### src/rtl/ps2_rx_fifo_if.sv
// rtl/ps2_rx_fifo_if.sv - decoded scan-code stream between the PS/2 receiver and its consumer
interface ps2_rx_fifo_if;
  logic       out_valid;
  logic       out_ready;
  logic [7:0] out_code;
  logic       out_ext;
  logic       out_break;

  // Receiver side drives the head entry and sees the consumer's ready.
  modport master (
    output out_valid,
    output out_code,
    output out_ext,
    output out_break,
    input  out_ready
  );

  // Consumer side.
  modport slave (
    input  out_valid,
    input  out_code,
    input  out_ext,
    input  out_break,
    output out_ready
  );
endinterface

### src/rtl/ps2_rx_fifo.sv
// rtl/ps2_rx_fifo.sv - PS/2 keyboard receiver with prefix folding and scan-code FIFO
module ps2_rx_fifo #(
  parameter int SYNC_STAGES    = 3,
  parameter int FIFO_DEPTH     = 8,
  parameter int TIMEOUT_CYCLES = 50000
) (
  input  logic                          clk,
  input  logic                          resetn,
  input  logic                          ps2_clk,
  input  logic                          ps2_data,
  input  logic                          clr_overflow,
  ps2_rx_fifo_if.master                 out_if,
  output logic [$clog2(FIFO_DEPTH):0]   fill_level,
  output logic                          frame_err,
  output logic                          overflow
);

  localparam int AW = $clog2(FIFO_DEPTH);
  localparam int TW = $clog2(TIMEOUT_CYCLES + 1);
  localparam logic [TW-1:0] TMO_MAX  = TW'(TIMEOUT_CYCLES);
  localparam logic [TW-1:0] TMO_ONE  = TW'(1);
  localparam logic [AW:0]   FULL_LVL = (AW+1)'(FIFO_DEPTH);
  localparam logic [AW:0]   LVL_ONE  = (AW+1)'(1);
  localparam logic [AW-1:0] PTR_ONE  = AW'(1);
  localparam logic [3:0]    LAST_BIT = 4'd10;
  localparam logic [7:0]    CODE_EXT = 8'hE0;
  localparam logic [7:0]    CODE_BRK = 8'hF0;

  logic [SYNC_STAGES-1:0] r_clk_sync;
  logic [SYNC_STAGES-1:0] r_dat_sync;
  logic                   w_fall;
  logic                   w_bit;

  logic [3:0]    r_count;
  logic [9:0]    r_shift;
  logic [TW-1:0] r_tmo;
  logic          r_ext;
  logic          r_brk;
  logic          r_push_pend;
  logic [9:0]    r_push_data;
  logic          r_frame_err;

  logic [7:0] w_code;
  logic       w_frame_ok;

  logic [9:0]    r_mem [FIFO_DEPTH];
  logic [AW-1:0] r_wr_ptr;
  logic [AW-1:0] r_rd_ptr;
  logic [AW:0]   r_fill;
  logic          r_ovf;
  logic          w_valid;
  logic          w_pop;
  logic          w_full;
  logic          w_push_ok;
  logic          w_drop;
  logic [9:0]    w_head;

  // Two-pin synchroniser; both chains idle high so reset never fakes a falling edge.
  always_ff @(posedge clk) begin
    if (!resetn) begin
      r_clk_sync <= '1;
      r_dat_sync <= '1;
    end else begin
      r_clk_sync <= {r_clk_sync[SYNC_STAGES-2:0], ps2_clk};
      r_dat_sync <= {r_dat_sync[SYNC_STAGES-2:0], ps2_data};
    end
  end

  // Data is taken from the stage that holds the same sample time as the post-edge clock stage.
  assign w_fall = r_clk_sync[SYNC_STAGES-1] & ~r_clk_sync[SYNC_STAGES-2];
  assign w_bit  = r_dat_sync[SYNC_STAGES-2];

  // The stop bit is judged straight from the pin sample on the evaluating fall.
  assign w_code     = r_shift[8:1];
  assign w_frame_ok = ~r_shift[0] & w_bit & (^{w_code, r_shift[9]});

  // Deframer, inactivity timeout and prefix folding; results leave one cycle after the fall.
  always_ff @(posedge clk) begin
    if (!resetn) begin
      r_count     <= '0;
      r_shift     <= '0;
      r_tmo       <= '0;
      r_ext       <= 1'b0;
      r_brk       <= 1'b0;
      r_push_pend <= 1'b0;
      r_push_data <= '0;
      r_frame_err <= 1'b0;
    end else begin
      r_push_pend <= 1'b0;
      r_frame_err <= 1'b0;
      if (w_fall) begin
        r_tmo <= '0;
        if (r_count == LAST_BIT) begin
          r_count <= '0;
          if (!w_frame_ok) begin
            r_frame_err <= 1'b1;
            r_ext       <= 1'b0;
            r_brk       <= 1'b0;
          end else if (w_code == CODE_EXT) begin
            r_ext <= 1'b1;
          end else if (w_code == CODE_BRK) begin
            r_brk <= 1'b1;
          end else begin
            r_push_pend <= 1'b1;
            r_push_data <= {r_ext, r_brk, w_code};
            r_ext       <= 1'b0;
            r_brk       <= 1'b0;
          end
        end else begin
          r_shift[r_count] <= w_bit;
          r_count          <= r_count + 4'd1;
        end
      end else if (r_count == 4'd0) begin
        r_tmo <= '0;
      end else if (r_tmo == TMO_MAX) begin
        r_count     <= '0;
        r_tmo       <= '0;
        r_ext       <= 1'b0;
        r_brk       <= 1'b0;
        r_frame_err <= 1'b1;
      end else begin
        r_tmo <= r_tmo + TMO_ONE;
      end
    end
  end

  // A full FIFO still takes the new code when the head leaves in the same cycle.
  assign w_valid   = (r_fill != '0);
  assign w_pop     = w_valid & out_if.out_ready;
  assign w_full    = (r_fill == FULL_LVL);
  assign w_push_ok = r_push_pend & (~w_full | w_pop);
  assign w_drop    = r_push_pend & w_full & ~w_pop;

  // Entry storage; contents need no reset because the head is masked while empty.
  always_ff @(posedge clk) begin
    if (resetn && w_push_ok) begin
      r_mem[r_wr_ptr] <= r_push_data;
    end
  end

  // Pointers, occupancy and the sticky overflow flag.
  always_ff @(posedge clk) begin
    if (!resetn) begin
      r_wr_ptr <= '0;
      r_rd_ptr <= '0;
      r_fill   <= '0;
      r_ovf    <= 1'b0;
    end else begin
      if (w_push_ok) begin
        r_wr_ptr <= r_wr_ptr + PTR_ONE;
      end
      if (w_pop) begin
        r_rd_ptr <= r_rd_ptr + PTR_ONE;
      end
      case ({w_push_ok, w_pop})
        2'b10:   r_fill <= r_fill + LVL_ONE;
        2'b01:   r_fill <= r_fill - LVL_ONE;
        default: r_fill <= r_fill;
      endcase
      r_ovf <= w_drop | (r_ovf & ~clr_overflow);
    end
  end

  assign w_head = r_mem[r_rd_ptr];

  assign out_if.out_valid = w_valid;
  assign out_if.out_code  = w_valid ? w_head[7:0] : 8'h00;
  assign out_if.out_break = w_valid & w_head[8];
  assign out_if.out_ext   = w_valid & w_head[9];
  assign fill_level       = r_fill;
  assign frame_err        = r_frame_err;
  assign overflow         = r_ovf;

endmodule

### src/flat_wrapper.sv
// flat-port wrapper written by rule: the top's interface ports become plain ports
module ps2_rx_fifo_flat 
#(
  parameter int SYNC_STAGES    = 3,
  parameter int FIFO_DEPTH     = 8,
  parameter int TIMEOUT_CYCLES = 50000
)
  (clk, resetn, ps2_clk, ps2_data, clr_overflow, fill_level, frame_err, overflow, out_if_out_valid, out_if_out_code, out_if_out_ext, out_if_out_break, out_if_out_ready);
  ps2_rx_fifo_if out_if_i ();
  input  logic clk;
  input  logic resetn;
  input  logic ps2_clk;
  input  logic ps2_data;
  input  logic clr_overflow;
  output logic [$clog2(FIFO_DEPTH):0] fill_level;
  output logic frame_err;
  output logic overflow;
  output wire logic [$bits(out_if_i.out_valid)-1:0] out_if_out_valid;
  output wire logic [$bits(out_if_i.out_code)-1:0] out_if_out_code;
  output wire logic [$bits(out_if_i.out_ext)-1:0] out_if_out_ext;
  output wire logic [$bits(out_if_i.out_break)-1:0] out_if_out_break;
  input wire logic [$bits(out_if_i.out_ready)-1:0] out_if_out_ready;
  assign out_if_out_valid = out_if_i.out_valid;
  assign out_if_out_code = out_if_i.out_code;
  assign out_if_out_ext = out_if_i.out_ext;
  assign out_if_out_break = out_if_i.out_break;
  assign out_if_i.out_ready = out_if_out_ready;
  ps2_rx_fifo #(.SYNC_STAGES(SYNC_STAGES), .FIFO_DEPTH(FIFO_DEPTH), .TIMEOUT_CYCLES(TIMEOUT_CYCLES)) u_core (.clk(clk), .resetn(resetn), .ps2_clk(ps2_clk), .ps2_data(ps2_data), .clr_overflow(clr_overflow), .out_if(out_if_i), .fill_level(fill_level), .frame_err(frame_err), .overflow(overflow));
endmodule
### config.mk
export PLATFORM = sky130hd
export DESIGN_NAME = ps2_rx_fifo_flat
export DESIGN_NICKNAME = d
export VERILOG_FILES = /design/src/rtl/ps2_rx_fifo_if.sv /design/src/rtl/ps2_rx_fifo.sv /design/src/flat_wrapper.sv
export SDC_FILE = /design/constraint.sdc
export NUM_CORES = 1
export LEC_CHECK = 0
export BUFFER_PORTS_ARGS = -buffer_cell sky130_fd_sc_hd__buf_2
export CORE_UTILIZATION = 61
export CTS_CLUSTER_SIZE = 8
export DETAILED_ROUTE_END_ITERATION = 16
export PLACE_DENSITY = 0.79
export SYNTH_ARGS = -nofsm -noshare
export SYNTH_HDL_FRONTEND = slang
export SYNTH_SLANG_ARGS = --single-unit
### constraint.sdc
create_clock -name clk -period 2.6 [get_ports clk]
set_input_delay 0.52 -clock clk [delete_from_list [all_inputs] [get_ports clk]]
set_output_delay 0.52 -clock clk [all_outputs]
set_load 0.05 [all_outputs]
# Word level (Yosys, flattened, before mapping)
# Memories as Yosys holds them, arrays and structs flattened. A register that Yosys moved wholly into a read port is not among the register bits.
# Cells that the tools add are included.
totals:
  reg_bits: 60
  ram_bits: 80
  out_inout_bits: 17
  elab_cells: 102
  memories: 1
mem_list:
  columns: ["memory", "depth", "word_bits", "read_ports", "rd_ports_with_merged_regs", "write_ports", "line", "text"]
  rows:
  - ["u_core.r_mem", 8, 10, 1, 1, 1, "ps2_rx_fifo.sv:46", "logic [9:0] r_mem [FIFO_DEPTH];"]
op_classes:
  addsub: 6
  n_lt_le_gt_ge: 2
  n_eq_ne: 11
  muxes: 31
  n_bitwise: 23
  n_reduce_logical: 14
op_table:
  columns: ["operator", "count"]
  rows:
  - ["1-bit 2-to-1 mux", 21]
  - ["16-bit by 1-bit adder with 16-bit output (second input constant)", 1]
  - ["16-bit equality test (second input constant)", 1]
  - ["8-bit equality test (second input constant)", 2]
  - ["4-bit 2-to-1 mux", 4]
  - ["1-bit NOT", 11]
  - ["1-bit bitwise AND", 10]
  - ["10-bit bitwise mux", 1]
  - ["9-bit XOR reduction", 1]
  - ["4-bit by 1-bit adder with 4-bit output (second input constant)", 2]
  - ["4-bit equality test (second input constant)", 2]
  - ["8-bit 2-to-1 mux", 1]
  - ["4-bit one-hot mux with 2 select lines", 1]
  - ["4-bit AND reduction", 2]
  - ["3-bit by 1-bit adder with 3-bit output (second input constant)", 2]
  - ["3-bit 2-to-1 mux", 2]
  - ["4-bit by 5-bit < comparator with 1-bit output (second input constant)", 1]
  - ["5-bit AND reduction", 1]
  - ["5-bit OR reduction", 1]
  - ["1-bit demux with 4-bit select", 1]
  - ["4-bit by 1-bit greater-or-equal comparator with 1-bit output (second input constant)", 1]
  - ["4-bit zero test", 1]
  - ["4-bit inequality test (second input constant)", 1]
  - ["2-bit AND reduction", 2]
  - ["11 further kinds", 14]

# Longest topological paths before layout
# Gate-level depths: netlist of run 1.
depth:
  word_depth: 7
  depth_mapped: 9

# Worst setup path before layout of run 1
# Ideal clock, no wire load.
synth_path:
  path_type: "register to register"
  start: "register u_core.r_fill[0] (netlist: u_core.fill_level[0])"
  end: "memory u_core.r_mem[0][0] (enable)"
  setup_ns: 0.404
  arrival_ns: 2.220
  t_required_ns: 2.196
  slack_ns: -0.024
  stages_incl_launch_ff: 4
  n_path_buf: 0
  period_less_slack_ns: 2.624
  path_cell_list: "dfxtp_1 or4b_4 o21ai_2 nor4_1"
synth_between:
  elab_chain_cells: 7
  elab_cells_between_ends: 9
  cone_classes: "eq/ne: 1; mux: 2; bitwise: 4; reduce/logical: 2"
synth_rtl:
  columns: ["item", "line", "text"]
  rows:
  - ["start, declared", "ps2_rx_fifo.sv:49", "logic [AW:0] r_fill;"]
  - ["start signal, assigned", "ps2_rx_fifo.sv:156", "2'b10: r_fill <= r_fill + LVL_ONE;"]
  - ["start signal, assigned", "ps2_rx_fifo.sv:157", "2'b01: r_fill <= r_fill - LVL_ONE;"]
  - ["start signal, assigned", "ps2_rx_fifo.sv:158", "default: r_fill <= r_fill;"]
  - ["4-bit nonzero test or 4-bit equality test (tied branches)", "ps2_rx_fifo.sv:128, ps2_rx_fifo.sv:130", null]
  - ["1-bit bitwise AND or 1-bit NOT (tied branches)", "ps2_rx_fifo.sv:129, ps2_rx_fifo.sv:131", null]
  - ["1-bit OR (*)", "ps2_rx_fifo.sv:131", "assign w_push_ok = r_push_pend & (~w_full | w_pop);"]
  - ["1-bit bitwise AND (*)", "ps2_rx_fifo.sv:131", null]
  - ["1-bit logical AND (*)", "ps2_rx_fifo.sv:136", "if (resetn && w_push_ok) begin"]
  - ["1-bit 2-to-1 mux (*)", "ps2_rx_fifo.sv:136", null]
  - ["1-bit 2-to-1 mux (implied by the code) (*)", "ps2_rx_fifo.sv:137", "r_mem[r_wr_ptr] <= r_push_data;"]
  - ["end, declared", "ps2_rx_fifo.sv:46", null]
# Mark *: on every way between the ends. The rest lies on a longest branch, timed or not.

==> implementation parameters, run 1 <==
Parameter                              Value

Run status
  Status ... complete, no violations

STA
  Sum of negative setup slack ... 0 ns
  Final worst setup slack ... 0.0729 ns
  Total count of max-transition violations in the final report ... 0
  Worst-case clock skew ... 0.00798 ns
  Hold Fails Final Rpt ... 0
  Final critical delay including setup and external delays ... 2.53 ns
  Period utilization ... 97.2%
  Least-Margin Pin Slew ... 0.993 ns
  Unrepaired setup endpoints after global routing ... no
  Worst rel slew slack ... 33.5%
  Max Clock Freq ... 396 MHz
  Worst hold margin ... 0.184 ns
  Number of endpoints failing setup at the final stage ... 0

Synthesis
  Gate Count Post-Synth ... 457
  Most instantiated flip-flop cell in the synthesis netlist ... edfxtp_1
  Number of enable-type register cells in the synthesized netlist ... 80
  Syn_nets ... 468
  Flops & latches, synth ... 143
  Mean area per synthesized cell ... 13.0 um2
  Synth warn ... 0
  Number of distinct library cells after synthesis ... 49
  Total standard cell area after synthesis ... 0.00596 mm2
  Share of synthesized area occupied by flip-flops and latches ... 61.5%
  Share of synthesized flip-flops with an asynchronous set or reset ... 0%

GRT
  Wire length of the first global-routing pass ... 17.8 mm
  Gr usage total ... 23.8%
  Pin count of the biggest net entering global routing ... 28
  Initial antenna violation count ... 0
  GRT Residual Overflow ... 0
  Vias in the first global route ... 3552

Clock tree
  Number of buffers added by the clock tree synthesis step ... 17
  Clock tree from TritonCTS ... yes
  Clk root buf ... clkbuf_8
  Cts-stage hold buffer count ... 0
  Buffer count from post-CTS setup fixing ... 0
  Maximum root-to-sink buffer count ... 2
  Total number of clock tree sinks ... 143
  Worst-Skew Late Latency ... 0.52 ns
  Register clock-pin slew on the reported worst setup and hold paths ... 0.07 ns
  H-Tree Level Count ... 4

Pwr
  Power density of the placed cells ... 786 mW/mm2
  Leakage power summed over all cells ... 2.55 nW
  Worst vdd rail ir drop ... 0.536 mV
  Post-route total power ... 5.44 mW

Placed design
  # port buffers ... 22
  Post-DP Area ... 0.00624 mm2
  Final estimated routing congestion in global placement ... 0.845
  Placement Setup Slack ... 0.342 ns
  Detailed placement HPWL ... 6.81 mm

Worst setup path
  CP Capture Type ... output pin
  Critical setup path kind ... reg -> out
  CP max stage cell ... mux4_2
  Worst endpoint data arrival time ... 2.01 ns
  Critical path data required time ... 2.08 ns
  CP cell instances ... clkbuf_16 > mux4_2 > mux2i_1 > nor2_1 > buf_2
  Worst Setup Start Kind ... flop
  Worst Path Max Fanout ... 5
  Max incr delay on CP ... 0.50 ns

Floorplanning
  Core region area ... 0.00933 mm2
  Die Ht ... 101 um
  Die area ... 0.0102 mm2
  Initial standard-cell utilization of the core ... 63.8%
  Num ports ... 23
  Die span in x ... 101 um
  # rows ... 35

Cells and area
  Commonest non-fill, non-tap cell in the layout ... edfxtp_1
  NumNets Final ... 502
  Area of all placed cells without fillers ... 0.00693 mm2
  P&R area growth vs syn ... 16.3%
  Diode insertion count for antenna repair ... 0
  Leading cell types in the layout, fill and taps excluded ... edfxtp_1, dfxtp_1, nor2_1
  Share of layout cells above drive strength 1 ... 20.0%

Run
  Max-cap violations ... 0

Detailed routing
  Antenna violation net count after detailed routing ... 0
  Drt wl/cell ... 17.5 um
  Post-route DRC violation count ... 0
  Violation count after the first detailed-route iteration ... 209
  Overall via count from detail_route ... 3614
  Total iterations of the first detailed-routing run ... 4
  Avg Vias per Cell ... 5.71
  Final wirelength ... 11.1 mm

Hold path
  Worst min-delay path category ... in -> reg
-- final timing paths --
kind | startpoint | to | cells after the start | slack, ns
worst max-delay path | flop | out_if_out_code[3] | 5 | 0.07
worst min-delay path | ps2_data | u_core.r_dat_sync[0]$_SDFF_PN1_ | 2 | 0.18
worst max register to register | u_core.fill_level[1]$_SDFFE_PN0P_ | u_core.r_mem[6][1]$_DFFE_PP_ | 4 | 0.36
worst min register to register | u_core.r_dat_sync[0]$_SDFF_PN1_ | u_core.r_dat_sync[1]$_SDFF_PN1_ | 1 | 0.41
-- through the flow --
step | std cells | util (%)
after detailed placement | 599 | 66.9
after global routing | 633 | 74.2
after CTS | 632 | 73.8
after global placement | 599 | 66.9
final | 633 | 74.2
after floorplan | 457 | -
-- per-layer routing --
metal  share of wire [%]  GRT usage (%)
met1                  44           29.3
met3                 3.5           5.34
met2                  52           41.5
met5                   0              0
met4                0.94           8.14
-- critical path: cells and delay by family, from the launching register on --
family	cells	cell delay, ns
buffers and inverters	2	0.39
flip-flops	1	0.41
multiplexers	2	0.64
AND/OR/NAND/NOR	1	0.06
-- registers in the layout, summed over array words and instances, names as in the netlist, 2 cells and up, named ones only --
name	flops
u_core.r_rd_ptr	3
u_core.fill_level	4
u_core.r_tmo	16
u_core.r_count	4
u_core.r_push_data	10
u_core.r_dat_sync	2
u_core.r_wr_ptr	3
u_core.r_shift	10
u_core.r_clk_sync	3
u_core.r_mem	80
-- cells by family after synthesis --
logic type	after synthesis	share of synthesized area [%]
and+or+nand+nor	166	13.8
DFF	143	61.5
muxes	51	12.8
AOI/OAI and AO/OA	32	3.72
buffers and inverters	32	2.65
xor gates and xnor gates	28	4.50
adders and majority gates	5	1.05
-- cells in the mapped netlist (2+ instances only) --
cell / n / share of area [%]
edfxtp_1: 80 / 40
dfxtp_1: 63 / 21
nor2_1: 58 / 3.7
nand2_1: 41 / 2.6
mux2i_1: 31 / 5.2
mux4_2: 20 / 7.6
xnor2_1: 15 / 2.2
nand3_1: 14 / 1.2
xor2_1: 11 / 1.6
a21oi_1: 10 / 0.84
clkbuf_1: 10 / 0.63
inv_1: 9 / 0.57
nor3_1: 9 / 0.76
nand2b_1: 7 / 0.74
nor4_1: 7 / 0.74
buf_2: 6 / 0.50
o21ai_0: 6 / 0.50
ha_1: 5 / 1.1
or3_1: 5 / 0.53
nand4_1: 4 / 0.42
and2b_1: 3 / 0.38
nand3b_1: 3 / 0.38
nor3b_1: 3 / 0.38
nor4bb_1: 3 / 0.50
a211o_1: 2 / 0.29
a21o_1: 2 / 0.25
a31oi_1: 2 / 0.21
and3_1: 2 / 0.21
and3_2: 2 / 0.25
buf_6: 2 / 0.38
o21a_1: 2 / 0.25
o22ai_1: 2 / 0.21
o41ai_1: 2 / 0.29
-- report_power, final --
group	internal, mW	leakage [nW]	switching, mW
Combinational	0.253	0.886	0.322
Clock	1.47	0.282	0.948
Sequential	2.40	1.38	0.0496
-- layout make-up --
type / instances / area, um2
clock inverter: 15 / 184
fill: 589 / 2400
multi-input combinational: 282 / 2150
timing repair buffer: 37 / 308
sequential: 143 / 3670
clock buffer: 17 / 414
tap: 129 / 161
inverter: 10 / 37.5
-- timing repair --
action / in CTS / in global routing
cloned: 1 / 1
pin swaps: 0 / 0
setup endpoints to repair: 2 / 3
gates resized for setup: 10 / 6
(Power assumes the default switching activity.)
==> run 2: changes to the inputs <==
--- a/config.mk
+++ b/config.mk
@@ -6,10 +6,10 @@
 export NUM_CORES = 1
 export LEC_CHECK = 0
 export BUFFER_PORTS_ARGS = -buffer_cell sky130_fd_sc_hd__buf_2
-export CORE_UTILIZATION = 61
+export CORE_UTILIZATION = 66
 export CTS_CLUSTER_SIZE = 8
 export DETAILED_ROUTE_END_ITERATION = 16
-export PLACE_DENSITY = 0.79
+export PLACE_DENSITY = 0.84
 export SYNTH_ARGS = -nofsm -noshare
 export SYNTH_HDL_FRONTEND = slang
 export SYNTH_SLANG_ARGS = --single-unit
==> constraint.sdc (replaced) <==
create_clock -name clk -period 3.2 [get_ports clk]
set_input_delay 0.64 -clock clk [delete_from_list [all_inputs] [get_ports clk]]
set_output_delay 0.64 -clock clk [all_outputs]
set_load 0.05 [all_outputs]
==> run 2 against run 1 <==
Compared with the run above:
- clock-buffer cell count rose by 1
- clock power fell by 22%
- routed wire length fell by 5.9%
- cell area fell by 2.1%
- die area fell by 7.4%
- sequential power fell by 19%
- first-iteration DRC count rose by 2.9%
- hold slack improved by 0.12 ns
- combinational power fell by 34%
- cell count fell by 3.5%
- critical path type unchanged
- largest power group unchanged
==> implementation parameters, run 2 (synthesis results as in run 1) <==
Parameter                              Value

Detailed routing
  Violation count after the first detailed-route iteration ... 215 (+2.9%)
  Post-route DRC violation count ... 0 (unchanged)
  Final wirelength ... 10.4 mm (-5.9%)
  Drt wl/cell ... 17.0 um (-2.5%)
  Total iterations of the first detailed-routing run ... 4 (unchanged)
  Avg Vias per Cell ... 5.88 (+3.1%)
  Overall via count from detail_route ... 3595 (-0.53%)
  Antenna violation net count after detailed routing ... 0 (unchanged)

Worst setup path
  Worst Setup Start Kind ... flop
  Count of cells along the worst register-to-register path ... 5 (+1)
  FF-to-FF setup slack ... 1.19 ns (+0.83 ns)
  Worst endpoint data arrival time ... 2.18 ns (+0.17 ns)
  Worst flop-to-flop path startpoint ... u_core.r_tmo[9]$_SDFF_PP0_
  Worst Path Max Fanout ... 20 (+15)
  Critical path data required time ... 2.56 ns (+0.48 ns)
  CP Capture Type ... output pin
  Critical setup path kind ... reg -> out
  Endpoint of the most critical setup path ... out_if_out_code[3]
  Destination of the worst register-to-register timing path ... u_core.r_brk$_SDFFE_PN0P_

Placed design
  Detailed placement HPWL ... 6.71 mm (-1.4%)
  Final estimated routing congestion in global placement ... 0.866 (+2.6%)
  Placement Setup Slack ... 0.884 ns (+0.541 ns)
  Post-DP Area ... 0.00620 mm2 (-0.50%)
  Cell count after placement ... 579 (-3.3%)
  # port buffers ... 22 (unchanged)

Cells and area
  Reg area ... 0.00366 mm2 (-0.10%)
  Leading cell types in the layout, fill and taps excluded ... edfxtp_1, dfxtp_1, nor2_1
  Flip-flop count of the largest register, all copies and words added ... 80 (unchanged)
  Area of all placed cells without fillers ... 0.00678 mm2 (-2.1%)
  NumNets Final ... 501 (-0.20%)
  Area occupied by multi-input gates ... 0.00215 mm2 (unchanged)
  P&R area growth vs syn ... 13.8%
  Utilization of the core after routing ... 77.7% (+3.5 points)
  Diode insertion count for antenna repair ... 0 (unchanged)
  # fillers ... 505 (-14%)
  Commonest non-fill, non-tap cell in the layout ... edfxtp_1
  Share of layout cells above drive strength 1 ... 19.5% (-0.56 points)
  Register bank with the most flops ... u_core.r_mem
  Registers with the highest flip-flop counts ... u_core.r_mem (80), u_core.r_tmo (16)
  Final instance count without filler cells ... 611 (-3.5%)

Clock tree
  Count of cells resized by post-cts repair ... 0 (-10)
  Buffer count from post-CTS setup fixing ... 0 (unchanged)
  Worst-Skew Late Latency ... 0.52 ns (about the same)
  H-Tree Level Count ... 4 (unchanged)
  Register clock-pin slew on the reported worst setup and hold paths ... 0.06 ns (about the same)
  Maximum root-to-sink buffer count ... 2 (unchanged)
  Cts-stage hold buffer count ... 0 (unchanged)
  Clock tree from TritonCTS ... yes
  Number of buffers added by the clock tree synthesis step ... 17 (unchanged)
  Total number of clock tree sinks ... 143 (unchanged)
  Clk root buf ... clkbuf_8

STA
  Final worst setup slack ... 0.379 ns (+0.306 ns)
  Hold Fails Final Rpt ... 0 (unchanged)
  Period utilization ... 88.1%
  Sum of negative setup slack ... 0 ns (unchanged)
  Unrepaired setup endpoints after global routing ... no
  Least-Margin Pin Slew ... 0.661 ns (-0.332 ns)
  Final critical delay including setup and external delays ... 2.82 ns
  Worst-case clock skew ... 0.0102 ns (+0.00219 ns)
  Max Clock Freq ... 355 MHz
  Total count of max-transition violations in the final report ... 0 (unchanged)
  Number of endpoints failing setup at the final stage ... 0 (unchanged)
  Worst hold margin ... 0.302 ns (+0.118 ns)
  Worst rel slew slack ... 55.9% (+22 points)

GRT
  GRT Residual Overflow ... 0 (unchanged)
  Pin count of the biggest net entering global routing ... 31 (+11%)
  Initial antenna violation count ... 0 (unchanged)
  Wire length of the first global-routing pass ... 17.4 mm (-2.3%)
  Gr usage total ... 24.1% (+0.35 points)
  Vias in the first global route ... 3671 (+3.4%)

Floorplanning
  Initial standard-cell utilization of the core ... 68.3% (+4.4 points)
  Num ports ... 23 (unchanged)
  # rows ... 34 (-2.9%)
  Die Ht ... 97.0 um (-3.8%)
  Core region area ... 0.00872 mm2 (-6.5%)
  Die span in x ... 97.0 um (-3.8%)
  Die area ... 0.00941 mm2 (-7.4%)

Run status
  Status ... complete, no violations

Pwr
  Power density of the placed cells ... 627 mW/mm2 (-20%)
  Worst vdd rail ir drop ... 0.426 mV (-21%)
  Post-route total power ... 4.25 mW (-22%)
  Leakage power summed over all cells ... 2.52 nW (-1.2%)

Run
  Max-cap violations ... 0 (unchanged)

Hold path
  Worst min-delay path category ... in -> reg
## run 2: cell count changes in the layout (fill, tap and decap cells not counted), sizes merged
cell / delta
bufinv: -1
clkinv: +1
clkinvlp: -1
## run 2: area by class of cell
type | count | share of cell area [%]
sequential | 143 | 54.0
multi-input combinational | 282 | 31.8
clock buffer | 18 | 6.16
timing repair buffer | 36 | 3.17
clock inverter | 14 | 2.33
tap | 108 | 1.99
inverter | 10 | 0.554
## run 2: how the worst min path moves through the flow
stage	depth (start not counted)	to	slack, ns	startpoint
6_report	2	u_core.r_dat_sync[0]$_SDFF_PN1_	0.30	ps2_data
5_1_grt	2	u_core.r_clk_sync[0]$_SDFF_PN1_	0.29	ps2_clk
4_1_cts	2	u_core.r_dat_sync[0]$_SDFF_PN1_	0.29	ps2_data
3_5_place_dp	1	u_core.r_dat_sync[1]$_SDFF_PN1_	0.39	u_core.r_dat_sync[0]$_SDFF_PN1_
2_1_floorplan	1	u_core.r_clk_sync[1]$_SDFF_PN1_	0.39	u_core.r_clk_sync[0]$_SDFF_PN1_
3_3_place_gp	1	u_core.r_dat_sync[1]$_SDFF_PN1_	0.39	u_core.r_dat_sync[0]$_SDFF_PN1_
## run 2: routing by layer
layer	part of all wire [%]	vias to the layer above	track usage [%]	wire length [um]
li1	-	1732	-	-
met2	53	84	43.2	5500
met4	1.7	0	9.53	172
met1	41	1761	27.8	4280
met3	4.5	18	5.92	467
met5	0	-	0	0
## run 2: critical path, cell delays in order (launching register included)
cell     delay (ns)
dfxtp_1        0.31
buf_4          0.34
mux4_2         0.56
mux2i_1        0.17
nor2_1         0.06
buf_2          0.21
## run 2: power breakdown
| group | internal, mW | switching, mW | total, mW | leakage, nW |
|---|---|---|---|---|
| logic | 0.145 | 0.237 | 0.382 | 0.865 |
| registers | 1.94 | 0.0401 | 1.98 | 1.38 |
| clock network | 1.12 | 0.764 | 1.88 | 0.273 |
